<file path="src/rtl/mips_pkg.sv">
// Shared constants and types for the instruction loader slice.
package mips_pkg;
  localparam int NB_BYTE = 8;
  localparam int NB_DATA = 4 * NB_BYTE;

  localparam logic [NB_DATA-1:0] HALT_WORD = 32'hFFFF_FFFF;

  typedef enum logic [1:0] {
    IDLE,
    LOAD,
    CHECK,
    DONE
  } loader_state_t;
endpackage

</file>
<file path="src/rtl/instruction_loader_if.sv">
// UART-byte input side and instruction-memory write / status side of the loader.
// o_chk_err exists only when INSTRUCTION_LOADER_CHECKSUM_EN is defined.
interface instruction_loader_if #(
  parameter int NB_ADDR = 8
);
  import mips_pkg::*;

  logic               i_start;
  logic [NB_BYTE-1:0] i_rx_data;
  logic               i_rx_valid;
  logic               o_wr_en;
  logic [NB_ADDR-1:0] o_wr_addr;
  logic [NB_DATA-1:0] o_wr_data;
  logic               o_loading;
  logic               o_done;
  logic               o_overflow;
  logic [NB_ADDR:0]   o_word_count;
`ifdef INSTRUCTION_LOADER_CHECKSUM_EN
  logic               o_chk_err;

  modport master (
    input  i_start, i_rx_data, i_rx_valid,
    output o_wr_en, o_wr_addr, o_wr_data, o_loading, o_done, o_overflow,
           o_word_count, o_chk_err
  );

  modport slave (
    output i_start, i_rx_data, i_rx_valid,
    input  o_wr_en, o_wr_addr, o_wr_data, o_loading, o_done, o_overflow,
           o_word_count, o_chk_err
  );
`else
  modport master (
    input  i_start, i_rx_data, i_rx_valid,
    output o_wr_en, o_wr_addr, o_wr_data, o_loading, o_done, o_overflow,
           o_word_count
  );

  modport slave (
    output i_start, i_rx_data, i_rx_valid,
    input  o_wr_en, o_wr_addr, o_wr_data, o_loading, o_done, o_overflow,
           o_word_count
  );
`endif
endinterface

</file>
<file path="src/rtl/instruction_loader_word_assembler.sv">
// Packs big-endian bytes into words; word_valid flags the push that completes a word.
module word_assembler
  import mips_pkg::*;
#(
  parameter int NB_BYTE = mips_pkg::NB_BYTE,
  parameter int NB_DATA = mips_pkg::NB_DATA
) (
  input  logic               clk,
  input  logic               rst,
  input  logic               clear,
  input  logic               push,
  input  logic [NB_BYTE-1:0] data,
  output logic [NB_DATA-1:0] word,
  output logic               word_valid
);
  logic [NB_DATA-NB_BYTE-1:0] shift;
  logic [1:0]                 count;

  // The completed word is presented combinationally so the caller can register it on the 4th byte.
  assign word       = {shift, data};
  assign word_valid = push && (count == 2'd3);

  always_ff @(posedge clk or posedge rst) begin
    if (rst) begin
      shift <= '0;
      count <= '0;
    end else if (clear) begin
      shift <= '0;
      count <= '0;
    end else if (push) begin
      shift <= {shift[NB_DATA-2*NB_BYTE-1:0], data};
      count <= count + 2'd1;
    end
  end
endmodule

</file>
<file path="src/rtl/instruction_loader.sv">
// Loads a UART byte stream into instruction memory until HALT or memory full.
// Optional feature: INSTRUCTION_LOADER_CHECKSUM_EN adds a trailing XOR checksum byte and o_chk_err.
module instruction_loader
  import mips_pkg::*;
#(
  parameter int NB_DATA = mips_pkg::NB_DATA,
  parameter int NB_BYTE = mips_pkg::NB_BYTE,
  parameter int NB_ADDR = 8
) (
  input  logic                 i_clock,
  input  logic                 i_reset,
  instruction_loader_if.master bus
);
  localparam logic [NB_ADDR-1:0] LAST_ADDR = '1;

  loader_state_t      state;
  logic [NB_ADDR-1:0] addr;
  logic               push;
  logic [NB_DATA-1:0] word;
  logic               word_valid;
`ifdef INSTRUCTION_LOADER_CHECKSUM_EN
  logic [NB_BYTE-1:0] checksum;
`endif

  // Start has priority over a coincident byte, which is simply dropped.
  assign push = bus.i_rx_valid && !bus.i_start && (state == LOAD);

  word_assembler #(
    .NB_BYTE(NB_BYTE),
    .NB_DATA(NB_DATA)
  ) u_word_assembler (
    .clk       (i_clock),
    .rst       (i_reset),
    .clear     (bus.i_start),
    .push      (push),
    .data      (bus.i_rx_data),
    .word      (word),
    .word_valid(word_valid)
  );

  always_ff @(posedge i_clock or posedge i_reset) begin
    if (i_reset) begin
      state            <= IDLE;
      addr             <= '0;
      bus.o_wr_en      <= 1'b0;
      bus.o_wr_addr    <= '0;
      bus.o_wr_data    <= '0;
      bus.o_loading    <= 1'b0;
      bus.o_done       <= 1'b0;
      bus.o_overflow   <= 1'b0;
      bus.o_word_count <= '0;
`ifdef INSTRUCTION_LOADER_CHECKSUM_EN
      checksum         <= '0;
      bus.o_chk_err    <= 1'b0;
`endif
    end else begin
      bus.o_wr_en <= 1'b0;
      if (bus.i_start) begin
        state            <= LOAD;
        addr             <= '0;
        bus.o_loading    <= 1'b1;
        bus.o_done       <= 1'b0;
        bus.o_overflow   <= 1'b0;
        bus.o_word_count <= '0;
`ifdef INSTRUCTION_LOADER_CHECKSUM_EN
        checksum         <= '0;
        bus.o_chk_err    <= 1'b0;
`endif
      end else begin
        case (state)
          LOAD: begin
`ifdef INSTRUCTION_LOADER_CHECKSUM_EN
            if (push) checksum <= checksum ^ bus.i_rx_data;
`endif
            // Status changes on the same edge that registers the final write.
            if (word_valid) begin
              bus.o_wr_en      <= 1'b1;
              bus.o_wr_addr    <= addr;
              bus.o_wr_data    <= word;
              addr             <= addr + 1'b1;
              bus.o_word_count <= bus.o_word_count + 1'b1;
              if (word == HALT_WORD) begin
`ifdef INSTRUCTION_LOADER_CHECKSUM_EN
                state         <= CHECK;
`else
                state         <= DONE;
                bus.o_loading <= 1'b0;
                bus.o_done    <= 1'b1;
`endif
              end else if (addr == LAST_ADDR) begin
                state          <= DONE;
                bus.o_loading  <= 1'b0;
                bus.o_done     <= 1'b1;
                bus.o_overflow <= 1'b1;
              end
            end
          end
`ifdef INSTRUCTION_LOADER_CHECKSUM_EN
          CHECK: begin
            if (bus.i_rx_valid) begin
              bus.o_chk_err <= (bus.i_rx_data != checksum);
              state         <= DONE;
              bus.o_loading <= 1'b0;
              bus.o_done    <= 1'b1;
            end
          end
`endif
          default: begin
          end
        endcase
      end
    end
  end
endmodule

</file>
<file path="src/flat_wrapper.sv">
// flat-port wrapper written by rule: the top's interface ports become plain ports
module instruction_loader_flat import mips_pkg::*;
#(
  parameter int NB_DATA = mips_pkg::NB_DATA,
  parameter int NB_BYTE = mips_pkg::NB_BYTE,
  parameter int NB_ADDR = 8
)
  (i_clock, i_reset, bus_i_start, bus_i_rx_data, bus_i_rx_valid, bus_o_wr_en, bus_o_wr_addr, bus_o_wr_data, bus_o_loading, bus_o_done, bus_o_overflow, bus_o_word_count);
  instruction_loader_if #(.NB_ADDR(NB_ADDR)) bus_i ();
  input  logic i_clock;
  input  logic i_reset;
  input wire logic [$bits(bus_i.i_start)-1:0] bus_i_start;
  input wire logic [$bits(bus_i.i_rx_data)-1:0] bus_i_rx_data;
  input wire logic [$bits(bus_i.i_rx_valid)-1:0] bus_i_rx_valid;
  output wire logic [$bits(bus_i.o_wr_en)-1:0] bus_o_wr_en;
  output wire logic [$bits(bus_i.o_wr_addr)-1:0] bus_o_wr_addr;
  output wire logic [$bits(bus_i.o_wr_data)-1:0] bus_o_wr_data;
  output wire logic [$bits(bus_i.o_loading)-1:0] bus_o_loading;
  output wire logic [$bits(bus_i.o_done)-1:0] bus_o_done;
  output wire logic [$bits(bus_i.o_overflow)-1:0] bus_o_overflow;
  output wire logic [$bits(bus_i.o_word_count)-1:0] bus_o_word_count;
  assign bus_i.i_start = bus_i_start;
  assign bus_i.i_rx_data = bus_i_rx_data;
  assign bus_i.i_rx_valid = bus_i_rx_valid;
  assign bus_o_wr_en = bus_i.o_wr_en;
  assign bus_o_wr_addr = bus_i.o_wr_addr;
  assign bus_o_wr_data = bus_i.o_wr_data;
  assign bus_o_loading = bus_i.o_loading;
  assign bus_o_done = bus_i.o_done;
  assign bus_o_overflow = bus_i.o_overflow;
  assign bus_o_word_count = bus_i.o_word_count;
  instruction_loader #(.NB_DATA(NB_DATA), .NB_BYTE(NB_BYTE), .NB_ADDR(NB_ADDR)) u_core (.i_clock(i_clock), .i_reset(i_reset), .bus(bus_i));
endmodule
</file>
<file path="config.mk">
export PLATFORM = sky130hd
export DESIGN_NAME = instruction_loader_flat
export DESIGN_NICKNAME = d
export VERILOG_FILES = /design/src/rtl/mips_pkg.sv /design/src/rtl/instruction_loader_if.sv /design/src/rtl/instruction_loader_word_assembler.sv /design/src/rtl/instruction_loader.sv /design/src/flat_wrapper.sv
export SDC_FILE = /design/constraint.sdc
export NUM_CORES = 1
export LEC_CHECK = 0
export CAP_MARGIN = 25
export CORE_UTILIZATION = 52
export DETAILED_ROUTE_END_ITERATION = 7
export PLACE_DENSITY = 0.76
export SLEW_MARGIN = 20
export SYNTH_ARGS = -nofsm -noshare
export SYNTH_HDL_FRONTEND = slang
export SYNTH_HIERARCHICAL = 1
export SYNTH_SLANG_ARGS = --single-unit
</file>
<file path="constraint.sdc">
create_clock -name i_clock -period 2.4 [get_ports i_clock]
set_input_delay 0.6 -clock i_clock [delete_from_list [all_inputs] [get_ports i_clock]]
set_output_delay 0.6 -clock i_clock [all_outputs]
set_load 0.005 [all_outputs]
</file>
==> summary.md <==
| Metric | Value |
|---|---|
| Postcts setup bufs | 0 |
| Leading register cell type out of synthesis | dfrtp_1 |
| Tcrit/Tclk final | 93.55% |
| Worst EP arrival | 2490 ps |
| Post-synth EDFFs | 0 |
| I/O Buffers | 64 |
| Register bit total from synthesis | a little under 90 |
| Number of buffers created by CTS | 9 |
| Post-DR vias/cell | 5.262 |
| Wire per inst | about 15 um |
| Die width | 86.85 um |
| Top cells by area, synth | dfrtp_1 (59%), mux2_2 (12%), mux2i_1 (6.7%), nor2_1 (3.7%), xnor2_1 (2.3%) |
| Storage element area | 2202 um^2 |
| CTS tree | yes |
| Clock sink count | 88 |
| Final cell count without fillers | 458 |
| CP max FO | 3 |
| Synth unique cells | 37 |
| GRT Total Usage | 20.83% |
| Max transition margin | 65.28% |
| Unrepaired setup endpoints after global routing | false |
| Hold EP | u_core/bus.o_wr_data[24]$_DFFE_PP0P_ |
| Status | finished, final reports clean |
| Number of global-route vias before repair | 2375 |
| GRT Residual Overflow | 0 |
| CTS resizes | 0 |
| Most frequent cell after synthesis | dfrtp_1 |
| Wire length of the first global-routing pass | 11760 um |
| Clk_lat worst skew | between 300 and 400 ps |
| Clk buf depth | 2 |
| Die area | 7543 um^2 |
| Synth top cells by count | dfrtp_1 (88), mux2_2 (40), nor2_1 (37) |
| Post-DP HPWL | approximately 4800 um |
| R2r startpoint | u_core/bus.o_done$_DFFE_PP0P_ |
| Fillers | 541 |
| Reg2reg path depth | 5 |
| CTS Root Cell | clkbuf_8 |
| Vias | 2410 |
| Post-Route Skew | 11.17 ps |
| Die Span Y | a little under 90 um |
| DRC violation count after routing | 0 |
| I/O pins | 65 |
| Peak Freq | 445.4 MHz |
| Layout area overhead | 25.10% |
| Clock transition at the registers of the reported paths | 80 ps |
| ANT nets after route | 0 |
| Post-Syn Area per Cell | 12.78 um^2 |
| R2R setup slack | 360 ps |
| H-tree Lvls | 3 |
| Yosys warning count | 6 |
| Pre-antenna DRT Iters | 4 |
| Antenna cells | 0 |
| WS Path Type | in -> reg |
| Largest net degree at the start of global routing | 47 |
| Yosys top cell by area | dfrtp_1 |
| Area used by multi-input combinational logic | 1390 um^2 |
| Startpoint Class | input pin |
| Max VDD drop | between 300 and 400 uV |
| CTS Hold Bufs | 0 |
| Share of the synthesized area in the top cell type | 58.82% |
| Routability cong. | around 0.8 |
| Pwr Density | around 570 nW/um^2 |
| Max_cap viols | 0 |
| Hold Path Depth | 1 |
| Post-Syn Area | 3744 um^2 |
| Hold Path Class | reg -> reg |
| DRT iter0 DRCs | 150 |
| Hold path startpoint | u_core/bus.o_wr_data[24]$_DFFE_PP0P_ |
| Share of layout cells above drive strength 1 | 20.99% |
| Async S/R FF share, synth | 100.0% |
| Finish-stage setup viols | 0 |
| Post-Route WL | 7042 um |
| Worst Path Required | 2640 ps |
| Tmin final | around 2200 ps |
| Post-layout nets | 373 |
| Syn Inst Count | 293 |
| Slew of the pin with the lowest slew margin | 520.8 ps |
| Placed Cells incl. Taps | ~440 |
| RR Endpoint | u_core/bus.o_loading$_DFFE_PP0P_ |
| Total design power | 2648 uW |
| Std cell rows | 30 |
| Final Hold Vio Count | 0 |
| Starting density of the core | between 50% and 60% |
| Core outline area | 6869 um^2 |
| Max Slew Vio Count | 0 |
| Initial antenna violation count | 0 |
| Post-synthesis sequential area ratio | 58.82% |
| Fin Hold WS | 508.9 ps |
| Mapped Nets | 308 |
| Endpoint type of the worst setup path | register |
| Pleak | between 0.002 and 0.0025 uW |
worst max-delay path by stage:
stage | startpoint | to | slack [ps] | depth (start not counted)
final | bus_i_start | u_core/bus.o_loading$_DFFE_PP0P_ | 150 | 6
after global routing | bus_i_start | u_core/bus.o_done$_DFFE_PP0P_ | 90 | 7
after CTS | bus_i_start | u_core/bus.o_loading$_DFFE_PP0P_ | 160 | 6
after detailed placement | bus_i_start | u_core/bus.o_loading$_DFFE_PP0P_ | -200 | 6
after global placement | bus_i_rx_valid | u_core/bus.o_loading$_DFFE_PP0P_ | -170 | 6
after floorplan | bus_i_start | u_core/bus.o_loading$_DFFE_PP0P_ | -40 | 8
through the flow:
stage	setup WS [ps]	cell area [um^2]	setup TNS (ps)	util, %
2_1_floorplan	-36.98	3790	-53.03	-
3_3_place_gp	-166.8	4496	-3610	65.45
3_5_place_dp	-200.3	4496	-5010	65.45
4_1_cts	163.1	4683	0	68.18
5_1_grt	88.48	4683	0	68.18
6_report	154.9	4683	0	68.18
worst max-delay path, stage by stage:
cell and delay [ps]:
clkdlybuf4s50_1 460, nor4bb_4 320, and2_4 210, nand3b_4 90, or4_4 560, a31o_2 240
metal layers:
| metal | vias to the layer above | track usage, % | part of all wire [%] | wire length [um] |
|---|---|---|---|---|
| met5 | - | 0 | 0 | 0 |
| met3 | 6 | 5.118 | 4.7 | 334 |
| met2 | 61 | 32.78 | 49 | 3485 |
| met4 | 0 | 8.182 | 1.2 | 82 |
| met1 | 1205 | 27.98 | 45 | 3139 |
| li1 | 1138 | - | - | - |
flip-flops by register name, summed over array words and instances (netlist names):
| name | flops |
|---|---|
| u_core/bus.o_wr_data | 32 |
| u_core/u_word_assembler/shift | 24 |
| u_core/bus.o_word_count | 9 |
| u_core/addr | 8 |
| u_core/bus.o_wr_addr | 8 |
| u_core/u_word_assembler/count | 2 |
| u_core/bus.o_done | 1 |
| u_core/bus.o_loading | 1 |
| u_core/bus.o_overflow | 1 |
| u_core/bus.o_wr_en | 1 |
| u_core/state | 1 |
layout make-up:
type	count	share of cell area, %
Clock inverter	3	0.9084
Tap cell	96	2.565
Multi-Input combinational cell	179	29.68
Inverter	4	0.3206
Clock buffer	12	3.099
Sequential cell	88	47.02
Timing Repair Buffer	76	16.40
kinds of logic (layout without fill, tap and decap cells):
group                      Yosys count  count (layout)  share of synthesized area [%]
and+or+nand+nor                     87              87                          11.87
adders and majority gates            3               3                          1.003
buffers and inverters               26              95                          4.712
muxes                               65              65                          18.72
AOI/OAI and AO/OA                   10              10                          1.604
DFF                                 88              88                          58.82
xor gates and xnor gates            14              14                          3.275
placed cells by master (no fill, tap or decap), drive strengths merged:
cell,n
nand2,11
and3b,1
nor2,39
buf,12
or2,1
and2,2
and4,1
mux2i,25
a31o,1
and3,1
or4,1
inv,4
mux2,40
clkdlybuf4s50,64
clkinvlp,1
clkbuf,12
nor3b,1
nor4bb,1
nand4,11
o21ai,3
bufinv,1
nor3,4
ha,3
nand3b,1
xnor2,10
nor2b,1
and4b,1
a21oi,5
or3,2
o21a,1
xor2,4
nand3,6
clkinv,1
nor4,2
dfrtp,88
report_power, final:
group          internal, uW  switching, uW  total (uW)  leakage, uW
clock network           503            497        1000    0.0000925
registers              1500           15.8        1510      0.00121
logic                  58.1           74.6         133     0.000809
total                  2060            588        2650      0.00212
No activity file was read; power rests on OpenSTA's default activity.
